### src/rtl/fsqrt_iter_if.sv
// Handshake bundle for the iterative square-root unit.
//   in_valid/in_ready/x       : operand channel (master drives, unit accepts)
//   out_valid/out_ready/y/nv  : result channel (unit drives, master consumes)
// The master modport is the issuing side; the slave modport is the sqrt unit.
interface fsqrt_iter_if #(
    parameter int W = 32
);
    logic         in_valid;
    logic         in_ready;
    logic [W-1:0] x;
    logic         out_valid;
    logic         out_ready;
    logic [W-1:0] y;
    logic         flag_nv;

    modport master (
        output in_valid, x, out_ready,
        input  in_ready, out_valid, y, flag_nv
    );

    modport slave (
        input  in_valid, x, out_ready,
        output in_ready, out_valid, y, flag_nv
    );
endinterface

### src/rtl/fsqrt_iter.sv
// Iterative IEEE-754 square root, round-to-nearest-even, denormals flushed.
// Ports:
//   clk  - clock, all state on the rising edge
//   rst  - asynchronous active-high reset, discards any in-flight operation
//   bus  - fsqrt_iter_if.slave: operand x in, result y / flag_nv out,
//          valid/ready on both sides
// The root is produced by a restoring digit recurrence, BITS_PER_CYCLE root
// bits per CALC cycle, then rounded and packed in one ROUND cycle.
//
// state | meaning
// IDLE  | in_ready=1, waiting for an operand
// CALC  | digit recurrence, counter N_ITER-1 down to 0
// ROUND | RNE rounding and result packing
// DONE  | out_valid=1, result held until out_ready
module fsqrt_iter #(
    parameter int EXP_W          = 8,
    parameter int MAN_W          = 23,
    parameter int BITS_PER_CYCLE = 1
) (
    input  logic          clk,
    input  logic          rst,
    fsqrt_iter_if.slave   bus
);
    localparam int W      = 1 + EXP_W + MAN_W;
    localparam int BIAS   = 2 ** (EXP_W - 1) - 1;
    localparam int M      = MAN_W + 2;                     // root bits kept: 1.fff + guard
    localparam int N_ITER = (M + BITS_PER_CYCLE - 1) / BITS_PER_CYCLE;
    localparam int MT     = N_ITER * BITS_PER_CYCLE;       // root bits actually resolved
    localparam int RAD_W  = 2 * MT;
    localparam int REM_W  = MT + 3;
    localparam int CNT_W  = $clog2(N_ITER + 1);

    localparam logic [W-1:0] QNAN  = {1'b0, {EXP_W{1'b1}}, 1'b1, {(MAN_W-1){1'b0}}};
    localparam logic [W-1:0] P_INF = {1'b0, {EXP_W{1'b1}}, {MAN_W{1'b0}}};

    typedef enum logic [1:0] {S_IDLE, S_CALC, S_ROUND, S_DONE} state_t;

    state_t             state_q, state_d;
    logic [CNT_W-1:0]   cnt_q, cnt_d;
    logic [RAD_W-1:0]   rad_q, rad_d;
    logic [REM_W-1:0]   rem_q, rem_d;
    logic [MT-1:0]      root_q, root_d;
    logic [EXP_W-1:0]   exp_q, exp_d;
    logic [W-1:0]       y_q, y_d;
    logic               nv_q, nv_d;

    // operand fields
    logic               sign_in;
    logic [EXP_W-1:0]   exp_in;
    logic [MAN_W-1:0]   frac_in;
    logic [M-1:0]       rad_top;
    logic [EXP_W:0]     exp_sum;

    assign sign_in = bus.x[W-1];
    assign exp_in  = bus.x[W-2 -: EXP_W];
    assign frac_in = bus.x[MAN_W-1:0];

    // BIAS is odd, so the unbiased exponent is odd exactly when E is even;
    // then the radicand is doubled to bring it into [2,4).
    assign rad_top = exp_in[0] ? {2'b01, frac_in} : {1'b1, frac_in, 1'b0};
    // (E-BIAS)/2 + BIAS, with the odd case rounded down, equals floor((E+BIAS)/2).
    assign exp_sum = {1'b0, exp_in} + (EXP_W+1)'(BIAS);

    // recurrence step, unrolled BITS_PER_CYCLE times
    logic [REM_W-1:0]   step_rem;
    logic [MT-1:0]      step_root;
    logic [RAD_W-1:0]   step_rad;
    logic [REM_W-1:0]   rem_t;
    logic [REM_W-1:0]   trial;

    always_comb begin
        step_rem  = rem_q;
        step_root = root_q;
        step_rad  = rad_q;
        rem_t     = '0;
        trial     = '0;
        for (int i = 0; i < BITS_PER_CYCLE; i++) begin
            rem_t = {step_rem[REM_W-3:0], step_rad[RAD_W-1 -: 2]};
            trial = {1'b0, step_root, 2'b01};
            if (rem_t >= trial) begin
                step_rem  = rem_t - trial;
                step_root = {step_root[MT-2:0], 1'b1};
            end else begin
                step_rem  = rem_t;
                step_root = {step_root[MT-2:0], 1'b0};
            end
            step_rad = step_rad << 2;
        end
    end

    // rounding
    logic [M-1:0]       root_m;
    logic [MT-1:0]      lo_bits;
    logic               sticky;
    logic               rnd_up;
    logic [M-1:0]       rounded;
    logic               carry;
    logic [MAN_W-1:0]   frac_out;

    always_comb begin
        root_m   = root_q[MT-1 -: M];
        // excess low root bits (only when BITS_PER_CYCLE does not divide M)
        // count toward sticky, never toward the mantissa
        lo_bits  = root_q << M;
        sticky   = (rem_q != '0) || (lo_bits != '0);
        rnd_up   = root_m[0] & (sticky | root_m[1]);
        rounded  = {1'b0, root_m[M-1:1]} + M'(rnd_up);
        carry    = rounded[M-1];
        frac_out = MAN_W'(rounded);
    end

    always_comb begin
        state_d = state_q;
        cnt_d   = cnt_q;
        rad_d   = rad_q;
        rem_d   = rem_q;
        root_d  = root_q;
        exp_d   = exp_q;
        y_d     = y_q;
        nv_d    = nv_q;
        case (state_q)
            S_IDLE: begin
                if (bus.in_valid) begin
                    nv_d = 1'b0;
                    if (exp_in == '0) begin
                        y_d     = {sign_in, {(W-1){1'b0}}};
                        state_d = S_DONE;
                    end else if (exp_in == '1 && frac_in != '0) begin
                        y_d     = QNAN;
                        state_d = S_DONE;
                    end else if (sign_in) begin
                        y_d     = QNAN;
                        nv_d    = 1'b1;
                        state_d = S_DONE;
                    end else if (exp_in == '1) begin
                        y_d     = P_INF;
                        state_d = S_DONE;
                    end else begin
                        rad_d   = {rad_top, {(RAD_W-M){1'b0}}};
                        rem_d   = '0;
                        root_d  = '0;
                        exp_d   = EXP_W'(exp_sum >> 1);
                        cnt_d   = CNT_W'(N_ITER - 1);
                        state_d = S_CALC;
                    end
                end
            end
            S_CALC: begin
                rad_d  = step_rad;
                rem_d  = step_rem;
                root_d = step_root;
                if (cnt_q == '0) begin
                    state_d = S_ROUND;
                end else begin
                    cnt_d = cnt_q - CNT_W'(1);
                end
            end
            S_ROUND: begin
                y_d     = {1'b0, exp_q + EXP_W'(carry), frac_out};
                nv_d    = 1'b0;
                state_d = S_DONE;
            end
            S_DONE: begin
                if (bus.out_ready) begin
                    state_d = S_IDLE;
                end
            end
            default: state_d = S_IDLE;
        endcase
    end

    always_ff @(posedge clk or posedge rst) begin
        if (rst) begin
            state_q <= S_IDLE;
            cnt_q   <= '0;
            rad_q   <= '0;
            rem_q   <= '0;
            root_q  <= '0;
            exp_q   <= '0;
            y_q     <= '0;
            nv_q    <= 1'b0;
        end else begin
            state_q <= state_d;
            cnt_q   <= cnt_d;
            rad_q   <= rad_d;
            rem_q   <= rem_d;
            root_q  <= root_d;
            exp_q   <= exp_d;
            y_q     <= y_d;
            nv_q    <= nv_d;
        end
    end

    assign bus.in_ready  = (state_q == S_IDLE);
    assign bus.out_valid = (state_q == S_DONE);
    assign bus.y         = y_q;
    assign bus.flag_nv   = nv_q;

endmodule
### src/flat_wrapper.sv
// flat-port wrapper written by rule: the top's interface ports become plain ports
module fsqrt_iter_flat 
#(
    parameter int EXP_W          = 8,
    parameter int MAN_W          = 23,
    parameter int BITS_PER_CYCLE = 1
)
  (clk, rst, bus_in_valid, bus_x, bus_out_ready, bus_in_ready, bus_out_valid, bus_y, bus_flag_nv);
  fsqrt_iter_if bus_i ();
  input  logic clk;
  input  logic rst;
  input wire logic [$bits(bus_i.in_valid)-1:0] bus_in_valid;
  input wire logic [$bits(bus_i.x)-1:0] bus_x;
  input wire logic [$bits(bus_i.out_ready)-1:0] bus_out_ready;
  output wire logic [$bits(bus_i.in_ready)-1:0] bus_in_ready;
  output wire logic [$bits(bus_i.out_valid)-1:0] bus_out_valid;
  output wire logic [$bits(bus_i.y)-1:0] bus_y;
  output wire logic [$bits(bus_i.flag_nv)-1:0] bus_flag_nv;
  assign bus_i.in_valid = bus_in_valid;
  assign bus_i.x = bus_x;
  assign bus_i.out_ready = bus_out_ready;
  assign bus_in_ready = bus_i.in_ready;
  assign bus_out_valid = bus_i.out_valid;
  assign bus_y = bus_i.y;
  assign bus_flag_nv = bus_i.flag_nv;
  fsqrt_iter #(.EXP_W(EXP_W), .MAN_W(MAN_W), .BITS_PER_CYCLE(BITS_PER_CYCLE)) u_core (.clk(clk), .rst(rst), .bus(bus_i));
endmodule
### config.mk
export PLATFORM = sky130hd
export DESIGN_NAME = fsqrt_iter_flat
export DESIGN_NICKNAME = d
export VERILOG_FILES = /design/src/rtl/fsqrt_iter_if.sv /design/src/rtl/fsqrt_iter.sv /design/src/flat_wrapper.sv
export SDC_FILE = /design/constraint.sdc
export NUM_CORES = 1
export LEC_CHECK = 0
export CORE_UTILIZATION = 45
export CTS_BUF_LIST = sky130_fd_sc_hd__clkbuf_8
export DETAILED_ROUTE_END_ITERATION = 8
export SYNTH_ARGS = -nofsm -noshare
export SYNTH_HDL_FRONTEND = slang
export SYNTH_SLANG_ARGS = --single-unit
export TNS_END_PERCENT = 10
### constraint.sdc
create_clock -name clk -period 4.79 [get_ports clk]
set_input_delay 0.958 -clock clk [delete_from_list [all_inputs] [get_ports clk]]
set_output_delay 0.958 -clock clk [all_outputs]
set_load 0.05 [all_outputs]
==> Word level (Yosys, flattened, before mapping) <==
Index checks and enable logic that the tools add are counted.
{ "op_classes": {"add_sub_neg": 5, "magnitude_cmp": 1, "eq_ne": 13, "muxes": 47, "bitwise": 6, "reduce_logical": 14} }
{ "op_table": {"columns": ["operator", "n"], "rows": [
  ["$mux 50", 5],
  ["$mux 28", 6],
  ["$mux 32", 5],
  ["$mux 25", 6],
  ["$pmux 50 s2", 1],
  ["$pmux 32 s2", 1],
  ["$pmux 28 s2", 1],
  ["$pmux 25 s2", 1],
  ["$mux 5", 6],
  ["$ge 28x27->1", 1],
  ["$reduce_bool 28->1", 1],
  ["$sub 28x27->28", 1],
  ["$add 24x1->25", 1],
  ["$reduce_bool 23->1", 1],
  ["$mux 2", 7],
  ["$ne 2x2->1 const B", 7],
  ["$reduce_and 6->1", 2],
  ["$pmux 5 s2", 1],
  ["$add 8x7->9 const B", 1],
  ["$add 8x1->8", 1],
  ["$eq 8x8->1 const B", 1],
  ["$logic_not 8->1", 1],
  ["$pmux 2 s4", 1],
  ["$reduce_and 7->1", 1],
  ["other kinds (16)", 26]
]} }
{ "word_totals": {"ff_bits": 151, "input_bits": 36, "output_inout_bits": 35, "wordCells": 94} }

==> Longest topological paths before layout <==
Gate-level depths: netlist (run 1).
{ "logic_depth": {"word_depth": 7, "mapped_depth": 17, "ltp_nobuf": 16} }

==> Worst setup path before layout (run 1) <==
Ideal clock, no wire load.
{ "synth_path": {"kind": "input port to flip-flop", "from": "in bus_x[23]", "to": "reg u_core.y_q[31] (netlist: u_core.bus.y[31])", "setup_ns": 0.095, "arrival_ns": 3.091, "required_time_ns": 4.695, "slack_ns": 1.604, "path_stages": 12, "n_path_buf": 4, "cell_sequence": "clkbuf_1 inv_1 ha_1 or3b_2 nor3_2 nor4_2 or2_1 clkbuf_1 clkbuf_1 buf_2 nand2_1 o31ai_1"} }
{ "synth_between": {"elab_chain_cells": 6, "elab_cells_between_ends": 9, "classes_between": "eq/ne (2); mux (4); reduce/logical (3)"} }
{ "synth_lines": {"columns": ["element", "line_no", "source"], "rows": [
  ["start, declared", "flat_wrapper.sv:13", "input wire logic [$bits(bus_i.x)-1:0] bus_x;"],
  ["$eq 8x8->1", "fsqrt_iter.sv:128, fsqrt_iter.sv:135", null],
  ["$logic_and 1x1->1", "fsqrt_iter.sv:128", "end else if (exp_in == '1 && frac_in != '0) begin"],
  ["$mux 32", "fsqrt_iter.sv:128", null],
  ["$mux 32", "fsqrt_iter.sv:125", "if (exp_in == '0) begin"],
  ["$mux 32", "fsqrt_iter.sv:123", "if (bus.in_valid) begin"],
  ["$pmux 32 s2", "fsqrt_iter.sv:121", "case (state_q)"],
  ["end signal, assigned", "fsqrt_iter.sv:189", "y_q <= y_d;"],
  ["end, declared", "fsqrt_iter.sv:44", "logic [W-1:0] y_q, y_d;"]
]} }
Parallel ways exist; a longest one is shown, timed or not. The select of a mux whose other input is x is not followed.
A chain may end at the register's enable or synchronous reset.

==> Final worst setup path (run 1) <==
{ "layout_path": {"from": "reg u_core.root_q[0] (netlist: u_core.root_m[0])", "to": "reg u_core.y_q[30] (netlist: u_core.bus.y[30])"} }
{ "layout_between": {"elab_chain_cells": 4} }
{ "layout_lines": {"columns": ["element", "line_no", "source"], "rows": [
  ["start, declared", "fsqrt_iter.sv:42", "logic [MT-1:0] root_q, root_d;"],
  ["start signal, assigned", "fsqrt_iter.sv:187", "root_q <= root_d;"],
  ["$and 1x1->1", "fsqrt_iter.sv:106", "rnd_up = root_m[0] & (sticky | root_m[1]);"],
  ["$add 24x1->25", "fsqrt_iter.sv:107", "rounded = {1'b0, root_m[M-1:1]} + M'(rnd_up);"],
  ["$add 8x1->8", "fsqrt_iter.sv:159", "y_d = {1'b0, exp_q + EXP_W'(carry), frac_out};"],
  ["$pmux 32 s2", "fsqrt_iter.sv:121", null]
]} }
No other way between the ends.

==> results.cfg, run 1 <==
[status]
status = finished clean

[grt]
grt_pass1_wl_um = 33400
antenna_found_initial = 0
grt_overflow = 0
grt_max_degree = 127
grt_use_total_pct = 22.9
first_global_vias = 6377

[power]
power_leakage_nw = 3.99
intPower_mw = 3.53
ir_worst_vdd_mv = 0.343
power.density_nw_per_um2 = 731
p_switching_mw = 3.34
clock_power_share_pct = 14.6
pwr-share-comb_pct = 61.3
seqPwrFrac_pct = 24.1
p_sw_share_pct = 48.6

[synthesis]
synth-async-reset-ratio_pct = 100
synthAdderAreaFrac_pct = 5.89
synth_common_cells = 126 x dfrtp_1, 123 x o21ai_0, 122 x nand2_1
yosys_warnings = 0
ys_types = 69
syn_area_um2 = 8070
ys_top_cells_by_area = dfrtp_1 39%, o21ai_0 7.6%, ha_1 5.9%, nand2_1 5.7%, a21oi_1 4.2%
synth_xor_area_share_pct = 5.32
synth_ff_type = dfrtp_1
synth-seq-cells = 126
synth_compound_area_share_pct = 21.4
synth_top_family_by_area = compound AO/OA/AOI/OAI gates
synth_nets = 1034
synthCells = 960
synthSimpleGateAreaFrac_pct = 19.5
yosysTopAreaCell = dfrtp_1
synth.area.mux_share_pct = 3.74
seq_area_frac_synth_pct = 39.1
avgSynthCellArea_um2 = 8.41
synth_edf_count = 0
yosysTopAreaCellShare_pct = 39.1
synth.most_common_cell = dfrtp_1

[clock_network]
clkTransAtPathRegs_ps = 80
clk_latency_ps = 440
cts_htree_levels = 4
postCtsSetupBuffers = 0
cts_tree = done
hold_buffers = 0
cts_buffers = 17
cts_sinks = 126
cts_resized = 0
cts_root_buffer = clkbuf_8
clock_tree.buffer_depth = 2

[timing]
hold_viol_final = 0
finalClockSkew_ps = 10.3
fmax_mhz = 263
rsz0062_at_grt = no
fin_setup_tns_ps = 0
timing.final.ws_setup_ps = 992
slew_headroom_pct = 36.2
post-route-period-util_pct = 79.3
whs_ps = 473
setup_viol = 0
maxSlewViolCount = 0
fin_crit_ps = 3800
worst_pin_slew_ps = 953

[worst_setup_path]
crit_slowest_cell = dfrtp_1
r2r_end = u_core.bus.y[30]$_DFFE_PP0P_
path_buf_inv = 1
crit_chain = inv_1 > nor2_1 > ha_1 > and3_1 > and3_1 > nor2b_1 > and3_1 > nand3_1 > nor3_1 > ha_1 > nand3_1 > nor2_1 > nand3_1 > xor2_1 > a211oi_1 > a21o_1
reg2reg_depth = 16
endpoint_kind = flop
worst-setup-path-type = reg2reg
path_delay_family = simple AND/OR/NAND/NOR gates
path_max_fanout = 5
rrSetupSlack_ps = 990
rr_startpoint = u_core.root_m[0]$_DFFE_PP0P_
crit_arrival_ps = 4180
cpPeakStageDelay_ps = 390
critPathRequiredTime_ps = 5180
cp-start-kind = flop

[route]
dr.pass1.iters = 5
routed_via_density = 5.55
drt_iter0_drc = 472
dr_total_vias = 6920
drtAntennaViolNets = 0
drc = 0
drt-wirelength-per-cell_um = 16.1
routed_wl_um = 20000

[final_layout]
fillers = 1655
nets = 1083
post-route-util_pct = 54.0
diodes = 0
syn_to_final_growth_pct = 16.4
fin_cells = 1247
layout-drive-gt1-share_pct = 6.36

[placement]
numPortBuffers = 70
hpwl_um = 14700
pre_cts_ws_ps = 946
gp_congestion = 0.886
dp_cells = 1215

[hold_path]
holdPathStages = 2
hold_end = u_core.bus.y[5]$_DFFE_PP0P_
hp-class = reg2reg
hp-start = u_core.bus.y[5]$_DFFE_PP0P_

[floorplanning]
fp.dieH_um = 136
initial_utilization_pct = 46.3
die_width_um = 136
die-area_um2 = 18500
num_rows = 48
pin_count = 71
core_area_um2 = 17400

[flow_run]
maxCapViolations = 0
## layout by cell type (no fill, tap or decap), types with 5 or more instances in the layout
cell type / n
nor3_1: 17
nor2_1: 68
xor2_1: 15
nor2b_1: 8
a211oi_1: 8
a21o_1: 13
xnor2_1: 34
nand3_1: 53
nor4_1: 14
or3_1: 5
a22o_1: 10
ha_1: 37
clkdlybuf4s50_1: 70
dfrtp_1: 126
and3_1: 7
nand2_1: 122
o211ai_1: 9
o21ai_1: 7
o31ai_1: 10
a21oi_1: 67
nand2b_1: 6
o21ai_0: 123
buf_4: 8
clkbuf_8: 20
mux2i_1: 29
nand4_1: 10
inv_1: 45
## stage by stage
step	instance area, um^2	power (mW)
2_1_floorplan	8070	4.84
3_3_place_gp	8960	5.82
3_5_place_dp	8960	5.85
4_1_cts	9400	6.87
5_1_grt	9400	7.44
6_report	9400	6.87
## worst reg2reg max path, stage by stage (launching register included)
cell and delay (ps):
dfrtp_1 390, inv_1 120, nor2_1 320, ha_1 250
and3_1 190, and3_1 210, nor2b_1 280, and3_1 320
nand3_1 160, nor3_1 360, ha_1 260, nand3_1 120
nor2_1 180, nand3_1 110, xor2_1 150, a211oi_1 230
a21o_1 110
## layout make-up
class | instances | area, um^2 | area share (%)
well taps | 225 | 282 | 3.00
clock inverters | 12 | 160 | 1.70
inverters | 49 | 186 | 1.98
repair buffers | 80 | 801 | 8.52
flip-flops and latches | 126 | 3150 | 33.6
multi-input cells | 735 | 4540 | 48.3
clock buffers | 20 | 275 | 2.93
## layer usage
layer	routed length [um]	vias to the layer above	GRT usage (%)	share of wire [%]
li1	-	3513	-	-
met1	10400	3259	35.0	52
met2	8690	131	33.6	43
met3	706	17	3.24	3.5
met4	208	0	5.68	1.0
met5	0	-	0	0
## power by group through the flow
stage	registers, mW	clock network (mW)	logic [mW]
5_1_grt	1.70	1.07	4.67
2_1_floorplan	1.76	0	3.09
3_5_place_dp	1.67	0	4.17
4_1_cts	1.65	1.03	4.19
6_report	1.66	1.01	4.21
3_3_place_gp	1.67	0	4.15
## logic make-up (layout without fill, tap and decap cells)
| kind of cell | Yosys count | after routing |
|---|---|---|
| AO/OA/AOI/OAI | 285 | 285 |
| XOR/XNOR | 49 | 49 |
| adder cells (fa/ha/maj) | 38 | 38 |
| buffers and inverters | 99 | 161 |
| flip-flops | 126 | 126 |
| multiplexers | 30 | 30 |
| AND/OR/NAND/NOR | 333 | 333 |
## how the worst max path moves through the flow
stage                     slack (ps)                             end  cells after the start                          from
after floorplan                  480  u_core.bus.flag_nv$_DFFE_PP0P_                      1                           rst
after global placement          1000    u_core.root_m[0]$_DFFE_PP0P_                     13                     bus_x[23]
after detailed placement         950    u_core.root_m[0]$_DFFE_PP0P_                     13                     bus_x[23]
after CTS                        930    u_core.bus.y[30]$_DFFE_PP0P_                     16  u_core.root_m[0]$_DFFE_PP0P_
after global routing             720    u_core.bus.y[30]$_DFFE_PP0P_                     16  u_core.root_m[0]$_DFFE_PP0P_
final                            990    u_core.bus.y[30]$_DFFE_PP0P_                     16  u_core.root_m[0]$_DFFE_PP0P_
## state kept, by name, indices dropped and copies added (netlist names)
signal / flops
u_core.bus.y: 32
u_core.rem_q: 28
u_core.rad_q: 25
u_core.root_m: 25
u_core.exp_q: 8
u_core.cnt_q: 5
u_core.state_q: 2
u_core.bus.flag_nv: 1
Note: power is estimated with default switching activity, not from simulation.
==> run 2: changes to the inputs <==
--- a/config.mk
+++ b/config.mk
@@ -8,6 +8,7 @@
 export CORE_UTILIZATION = 45
 export CTS_BUF_LIST = sky130_fd_sc_hd__clkbuf_8
 export DETAILED_ROUTE_END_ITERATION = 8
+export PLACE_DENSITY = 0.67
 export SYNTH_ARGS = -nofsm -noshare
 export SYNTH_HDL_FRONTEND = slang
 export SYNTH_SLANG_ARGS = --single-unit
==> constraint.sdc (replaced) <==
create_clock -name clk -period 3.1 [get_ports clk]
set_input_delay 0.62 -clock clk [delete_from_list [all_inputs] [get_ports clk]]
set_output_delay 0.62 -clock clk [all_outputs]
set_load 0.05 [all_outputs]
==> run 2 against run 1 <==
Die area unchanged; critical path depth down 4; cell count up 5.4%; non-clock buffer count up 67; design area up 6.8%; first-iteration DRC count up 4.0%; highest routed layer unchanged; worst hold slack better by 5.3 ps; fmax up 27%; routed wire length up 1.1%; largest power group unchanged; power up 65%; sequential share of layout area down 2.1 points.
==> results.cfg, run 2 (synthesis gave the netlist of run 1 again) <==
[status]
status = finished clean

[worst_setup_path]
critPathRequiredTime_ps = 3430
crit_slowest_cell = or4_1
cp-start-kind = flop
rrSetupSlack_ps = 110
cpPeakStageDelay_ps = 440
endpoint = u_core.rem_q[22]$_DFFE_PP0P_
critPathLaunch = u_core.root_m[0]$_DFFE_PP0P_
reg2reg_depth = 12
path_common_cell = buf_4
crit_chain = inv_2 > buf_4 > ha_1 > nor2b_4 > o31a_4 > o31ai_4 > buf_4 > a311oi_1 > or4_1 > a21oi_1 > xnor2_1 > o211ai_2
crit_arrival_ps = 3320
r2r_end = u_core.rem_q[22]$_DFFE_PP0P_
worst-setup-path-type = reg2reg
path_max_fanout = 5
rr_startpoint = u_core.root_m[0]$_DFFE_PP0P_
endpoint_kind = flop

[final_layout]
syn_to_final_growth_pct = 24.4
regArea_um2 = 3150
post-route-util_pct = 57.6
fin_cells = 1314
design_area_um2 = 10000
largest_reg_flops = 32
nets = 1150
final_cell_mix = 125 x dfrtp_1, 123 x o21ai_0, 122 x nand2_1, 71 x buf_4, 70 x clkdlybuf4s50_1
multi_input_area_um2 = 4600
diodes = 0
layout-drive-gt1-share_pct = 13.6
final_common_cell = dfrtp_1
fillers = 1567

[timing]
maxSlewViolCount = 0
worst_pin_slew_ps = 753
setup_viol = 0
slew_headroom_pct = 49.7
fin_setup_tns_ps = 0
hold_viol_final = 0
whs_ps = 478
fin_crit_ps = 2990
timing.final.ws_setup_ps = 115
fmax_mhz = 335
finalClockSkew_ps = 15.7
post-route-period-util_pct = 96.3

[route]
dr.pass1.iters = 5
drt-wirelength-per-cell_um = 15.4
drtAntennaViolNets = 0
dr_total_vias = 7260
drc = 0
routed_via_density = 5.53
routed_wl_um = 20300
drt_iter0_drc = 491

[placement]
gp_congestion = 0.890
numPortBuffers = 70
pre_cts_ws_ps = 23.5
placed_area_um2 = 9490
dp_cells = 1280
hpwl_um = 15200

[power]
pwr-share-comb_pct = 62.5
seqPwrFrac_pct = 22.5
intPower_mw = 6.04
power.density_nw_per_um2 = 1130
p_sw_share_pct = 46.8
ir_worst_vdd_mv = 0.647
power_leakage_nw = 4.34
p_switching_mw = 5.30
power_mw = 11.3
clock_power_share_pct = 15.0

[flow_run]
maxCapViolations = 0

[clock_network]
cts_sinks = 126
clk_latency_ps = 470
cts_root_buffer = clkbuf_8
cts_htree_levels = 4
cts_tree = done
cts_buffers = 17
clock_tree.buffer_depth = 2
clkTransAtPathRegs_ps = 80

[floorplanning]
pin_count = 71
num_rows = 48
die_width_um = 136
initial_utilization_pct = 46.3
die-area_um2 = 18500
core_area_um2 = 17400
fp.dieH_um = 136

[grt]
first_global_vias = 6561
grt_overflow = 0
grt_pass1_wl_um = 33400
grt_max_degree = 55
antenna_found_initial = 0
grt_use_total_pct = 23.1

[hold_path]
hp-class = reg2reg
## run 2: how the worst min path moves through the flow
| stage | startpoint | to | depth (start not counted) | slack, ps |
|---|---|---|---|---|
| 6_report | u_core.bus.y[25]$_DFFE_PP0P_ | u_core.bus.y[25]$_DFFE_PP0P_ | 1 | 480 |
| 5_1_grt | u_core.bus.y[3]$_DFFE_PP0P_ | u_core.bus.y[3]$_DFFE_PP0P_ | 2 | 500 |
| 2_1_floorplan | u_core.rad_q[46]$_DFFE_PP0P_ | u_core.rad_q[46]$_DFFE_PP0P_ | 2 | 440 |
| 3_3_place_gp | u_core.rad_q[46]$_DFFE_PP0P_ | u_core.rad_q[46]$_DFFE_PP0P_ | 2 | 460 |
| 4_1_cts | u_core.bus.y[5]$_DFFE_PP0P_ | u_core.bus.y[5]$_DFFE_PP0P_ | 2 | 480 |
| 3_5_place_dp | u_core.bus.y[5]$_DFFE_PP0P_ | u_core.bus.y[5]$_DFFE_PP0P_ | 2 | 470 |
## run 2: routing by layer
| metal | track usage [%] | vias to the layer above | routed length [um] |
|---|---|---|---|
| li1 | - | 3651 | - |
| met1 | 32.6 | 3426 | 9890 |
| met2 | 35.7 | 159 | 9250 |
| met3 | 4.03 | 24 | 816 |
| met4 | 7.84 | 0 | 302 |
| met5 | 0 | - | 0 |
## run 2: worst max-delay path, delay by kind of cell, from the launching register on
| family | cells | cell delay [ps] |
|---|---|---|
| AO/OA/AOI/OAI | 5 | 970 |
| XOR/XNOR | 1 | 200 |
| adder cells (fa/ha/maj) | 1 | 350 |
| buffers and inverters | 3 | 370 |
| flip-flops | 1 | 370 |
| AND/OR/NAND/NOR | 2 | 590 |
## run 2: timing repair
action / CTS / global route
hold endpoints to repair: 0 / 0
gates resized for setup: 0 / 18
endpoints found under the setup margin: 0 / 15
hold buffers: 0 / 0
buffers inserted: 0 / 2
## run 2: area by class of cell
type | count | area share [%]
Inverter | 49 | 1.87
Clock buffer | 19 | 2.60
Timing Repair Buffer | 147 | 13.4
Clock inverter | 13 | 2.11
Tap cell | 225 | 2.80
Multi-Input combinational cell | 735 | 45.8
Sequential cell | 126 | 31.4
## run 2: power by group through the flow
stage | combinational [mW] | clock [mW] | sequential (mW)
3_3_place_gp | 6.85 | 0 | 2.56
4_1_cts | 6.94 | 1.73 | 2.54
2_1_floorplan | 4.77 | 0 | 2.71
6_report | 7.08 | 1.70 | 2.56
5_1_grt | 7.86 | 1.80 | 2.62
3_5_place_dp | 6.89 | 0 | 2.57
==> patch 1: new RTL, config.mk and constraints of run 2 <==
Reset style: synchronous (`rst`), changed in one clocked block. Comments in the files are not updated.
--- a/src/rtl/fsqrt_iter.sv
+++ b/src/rtl/fsqrt_iter.sv
@@ -169,7 +169,7 @@
         endcase
     end
 
-    always_ff @(posedge clk or posedge rst) begin
+    always_ff @(posedge clk) begin
         if (rst) begin
             state_q <= S_IDLE;
             cnt_q   <= '0;
Function: differs if rst is asserted again (counterexample within 4 cycles, from zero or initial values and one cycle with rst high); with rst held inactive, the same outputs for 4 cycles.
==> patch 1 against run 2 <==
  * First-iteration DRC count up 15%
  * Die area shrank 4.1%
  * Synthesized area down 4.2%
  * Sequential cell count is the same
  * Setup slack better by 13 ps
  * Wire length up 2.3%
  * Cell area is 6.7% lower
  * Highest routed layer unchanged
  * Largest cell class unchanged
  * Via count increased by 2.4%
Power is not shown: default switching activity piles up to over one toggle a cycle in this logic, so the estimate is an artifact.
==> patch 1: results (changes against run 2) <==
- Detailed Routing Iterations Pass 1: 5 (unchanged)
- Via Count: 7433 (was 7260)
- Gpl congestion: 0.904 (was 0.890)
- Layout cells sized above 1: 10.4% (was 13.6%)
- Clock latency on the worst-skew pair: 440 ps (was 470 ps)
- Initial detailed-routing violation count: 567 (was 491)
- Netlist cell types: 62 (was 69)
- Largest cells by area after synthesis: dfxtp_1 33%, nand2_1 7.2%, a21oi_1 7.0%, ha_1 6.3%, mux2i_1 4.7% (was dfrtp_1 39%, o21ai_0 7.6%, ha_1 5.9%, nand2_1 5.7%, a21oi_1 4.2%)
- Clock root buffer: clkbuf_8 (unchanged)
- Max FFs per register: 32 (unchanged)
- HP Class: reg -> reg (unchanged)
- Routing usage on met1: 34.2% (was 32.6%)
- Tightest Pin Transition: 665 ps (was 753 ps)
- WL final: 20.7 mm (was 20.3 mm)
- Syn Area/Cell: 7.66 µm² (was 8.41 µm²)
- GRT met2 Usage: 36.8% (was 35.7%)
- Vias in the first global route: 6716 (was 6561)
- CTS Buf Count: 17 (unchanged)
- Clock-pin slew on the worst setup and hold paths: 70 ps
- Setup repair bufs after CTS: 0 (unchanged)
- Skew final: 10.0 ps (was 15.7 ps)
- GRT Util Overall: 23.9% (was 23.1%)
- Pre-CTS worst setup slack: 21.5 ps (was 23.5 ps)
- Nets: 1169 (was 1150)
- Post_cts resized: 0 (unchanged)
- Largest net degree at the start of global routing: 64 (was 55)
- DP HPWL: 15.3 mm (was 15.2 mm)
- Htree depth: 4 (unchanged)
- Fill cells: 1646 (was 1567)
- Worst Path Max Fanout: 20 (was 5)
- Commonest cells post-synth: 149 x nand2_1, 126 x dfxtp_1, 108 x a21oi_1 (was 126 x dfrtp_1, 123 x o21ai_0, 122 x nand2_1)
- Max clock buf depth: 2 (unchanged)
- Worst Path Arrival: 3350 ps (was 3320 ps)
- Area after DPL: 8930 µm² (was 9490 µm²)
- Mapped Nets: 1084 (was 1034)
- Inst Count DP: 1294 (was 1280)
- Ant. Diodes: 0 (unchanged)
- Status: complete, no violations (unchanged)
- Yosys warns: 0 (unchanged)
- Via density per instance: 5.60 (was 5.53)
- Sequential cell area fraction in the yosys report: 32.6% (was 39.1%)
- Fraction of registers with async set or reset after synthesis: 0% (was 100%)
- # port buffers: 70 (unchanged)
- GR Layer Usage met3: 4.06% (was 4.03%)
- First-pass GRT wire length: 34.0 mm (was 33.4 mm)
==> patch 1: kinds of logic (layout without fill, tap and decap cells) <==
family                     after synthesis  after routing  synth area share, %
adders and majority gates               39             39                 6.31
buffers and inverters                  110            208                 5.76
xor gates and xnor gates                55             55                 6.23
and+or+nand+nor                        377            377                 22.6
AOI/OAI and AO/OA                      265            265                 21.6
DFF                                    126            126                 32.6
muxes                                   37             37                 4.81
==> patch 1: worst paths after layout <==
kind / startpoint / end / slack [ps] / cells past startpoint
worst max-delay path: u_core.root_m[14] / u_core.rem_q[9] / 130 / 10
worst min-delay path: u_core.bus.y[21] / u_core.bus.y[21] / 450 / 2
worst max register to register: u_core.root_m[14] / u_core.rem_q[9] / 130 / 10
worst min register to register: u_core.bus.y[21] / u_core.bus.y[21] / 450 / 2
==> patch 1: worst max-delay path: stages (launching register included) <==
cell,delay (ps)
dfxtp_1,400
inv_1,160
ha_1,400
nand4_1,190
nor3_1,400
nand3_1,230
a31oi_1,330
a311oi_4,130
clkbuf_16,250
or3_1,370
nand3_1,70
==> patch 1: layout make-up <==
type                       instances  area [µm²]  area share [%]
clock buffer                      20         275            2.94
clock inverter                    12         110            1.18
inverter                          47         176            1.88
multi-input combinational        773        4800            51.2
sequential                       126        2520            26.9
tap                              220         275            2.94
timing repair buffer             129        1210            12.9
==> patch 1: per-layer routing <==
layer	routed length (µm)	up-vias	part of all wire [%]
li1	-	3776	-
met1	10100	3452	49
met2	9370	186	45
met3	965	19	4.7
met4	305	0	1.5
met5	0	-	0
==> patch 2: new RTL, settings of run 2 <==
Without the edit above. Re-encode `state_t` (4 states) as one-hot, 4 bits wide.
--- a/src/rtl/fsqrt_iter.sv
+++ b/src/rtl/fsqrt_iter.sv
@@ -33,7 +33,7 @@
     localparam logic [W-1:0] QNAN  = {1'b0, {EXP_W{1'b1}}, 1'b1, {(MAN_W-1){1'b0}}};
     localparam logic [W-1:0] P_INF = {1'b0, {EXP_W{1'b1}}, {MAN_W{1'b0}}};
 
-    typedef enum logic [1:0] {S_IDLE, S_CALC, S_ROUND, S_DONE} state_t;
+    typedef enum logic [3:0] {S_IDLE = 4'b0001, S_CALC = 4'b0010, S_ROUND = 4'b0100, S_DONE = 4'b1000} state_t;
 
     state_t             state_q, state_d;
     logic [CNT_W-1:0]   cnt_q, cnt_d;
Function: no difference found for any inputs over 4 cycles, from zero or initial values and one cycle with rst high; so few cycles prove little.
==> patch 2 against run 2 <==
  * Synthesized area down 2.7%
  * Cell area down 6.0%
  * Critical path depth up 3
  * Synthesized cell count down 3.3%
  * Total power down 26%
  * Count of clock-buffer cells in the layout down 2
  * Global-route usage down 0.71 points
  * Fmax up 2.6%
  * Sequential cell count up 2
  * Wire length down 5.7%
  * Setup slack better by 74 ps
  * Core utilization down 1.5 points
==> patch 2: results (changes against run 2) <==
- Status: complete, no violations (unchanged)
- First-pass GRT wire length: 32.1 mm (was 33.4 mm)
- Seq cells: 128 (was 126)
- Largest stage delay on the critical path: 380 ps (was 440 ps)
- Share of power burned in registers: 28.1% (was 22.5%)
- Syn Area/Cell: 8.46 µm² (was 8.41 µm²)
- GRT met2 Usage: 35.8% (was 35.7%)
- Largest cells by area after synthesis: dfrtp_1 40%, nand2_1 7.5%, o21ai_0 5.5%, ha_1 5.4%, xnor2_1 4.5% (was dfrtp_1 39%, o21ai_0 7.6%, ha_1 5.9%, nand2_1 5.7%, a21oi_1 4.2%)
- Invs w/o clock: 44 (was 49)
- FF-to-FF setup slack: 190 ps (was 110 ps)
- Slowest cell on the critical path: dfrtp_1 (was or4_1)
- Worst Reg2Reg Path Length in Cells: 15 (was 12)
- Pwr Total: 0.00843 W (was 0.0113 W)
- Netlist cell types: 64 (was 69)
- DR WL met2: 8.91 mm (was 9.25 mm)
- Clock group power: 0.00165 W (was 0.00170 W)
- Routed length on met1: 9.29 mm (was 9.89 mm)
- Commonest cells post-synth: 157 x nand2_1, 127 x dfrtp_1, 86 x o21ai_0 (was 126 x dfrtp_1, 123 x o21ai_0, 122 x nand2_1)
- Hold Crit Start: u_core.bus.y[29] (was u_core.bus.y[25])
- Synth Area in Compound Gates: 18.3% (was 21.4%)
- Inst Count DP: 1205 (was 1280)
- DP HPWL: 13.8 mm (was 15.2 mm)
- Skew final: 15.7 ps (about the same)
- Die area: 18000 µm² (was 18500 µm²)
- Flip-flop and latch area: 3200 µm² (was 3150 µm²)
- Nets: 1075 (was 1150)
- Core Util, Final: 56.1% (was 57.6%)
- Leak: 4.10 nW (was 4.34 nW)
- Tightest Pin Transition: 800 ps (was 753 ps)
- Routing usage on met1: 31.2% (was 32.6%)
- Post-synthesis xor/xnor area fraction: 6.69% (was 5.32%)
- Multi-input logic area: 4290 µm² (was 4600 µm²)
- Max rail drop VDD: 0.480 mV (was 0.647 mV)
- WL/cell: 15.4 µm (about the same)
- Layout cells sized above 1: 8.65% (was 13.6%)
- GR Layer Usage met3: 3.82% (was 4.03%)
- Worst Path Arrival: 3280 ps (was 3320 ps)
- Non-clock buffer share: 11.0% (was 13.4%)
- Area after DPL: 8950 µm² (was 9490 µm²)
- WL met3: 720 µm (was 816 µm)
- Vias in the first global route: 6582 (was 6561)
- Mux contribution to synthesized area: 3.06% (was 3.74%)
- #MultiIn Comb: 709 (was 735)
- Sequential cell area fraction in the yosys report: 40.8% (was 39.1%)
- WL final: 19.1 mm (was 20.3 mm)
- R2R Path End: u_core.bus.y[29] (was u_core.rem_q[22])
-- patch 2: how the worst max path moves through the flow --
stage | start | depth (start not counted) | end | slack, ps
2_1_floorplan | u_core.state_q[1] | 1 | bus_out_valid | 320
3_3_place_gp | bus_x[23] | 11 | u_core.cnt_q[4] | 2
3_5_place_dp | bus_x[23] | 11 | u_core.cnt_q[4] | -40
4_1_cts | u_core.state_q[3] | 4 | bus_in_ready | 30
5_1_grt | u_core.root_m[0] | 15 | u_core.bus.y[29] | -20
6_report | u_core.root_m[0] | 15 | u_core.bus.y[29] | 190
-- patch 2: per-stage QoR --
stage	setup WS, ps	TNS, ps
6_report	189	0
5_1_grt	-19.4	-24.5
4_1_cts	33.8	0
3_5_place_dp	-43.3	-96.7
3_3_place_gp	1.83	0
2_1_floorplan	324	0
-- patch 2: repair_timing --
action / 4_1_cts / 5_1_grt
hold buffers: 0 / 0
gates cloned: 0 / 0
setup buffers: 0 / 1
setup endpoints to repair: 2 / 24
gates resized for setup: 1 / 9
pin swaps: 0 / 2
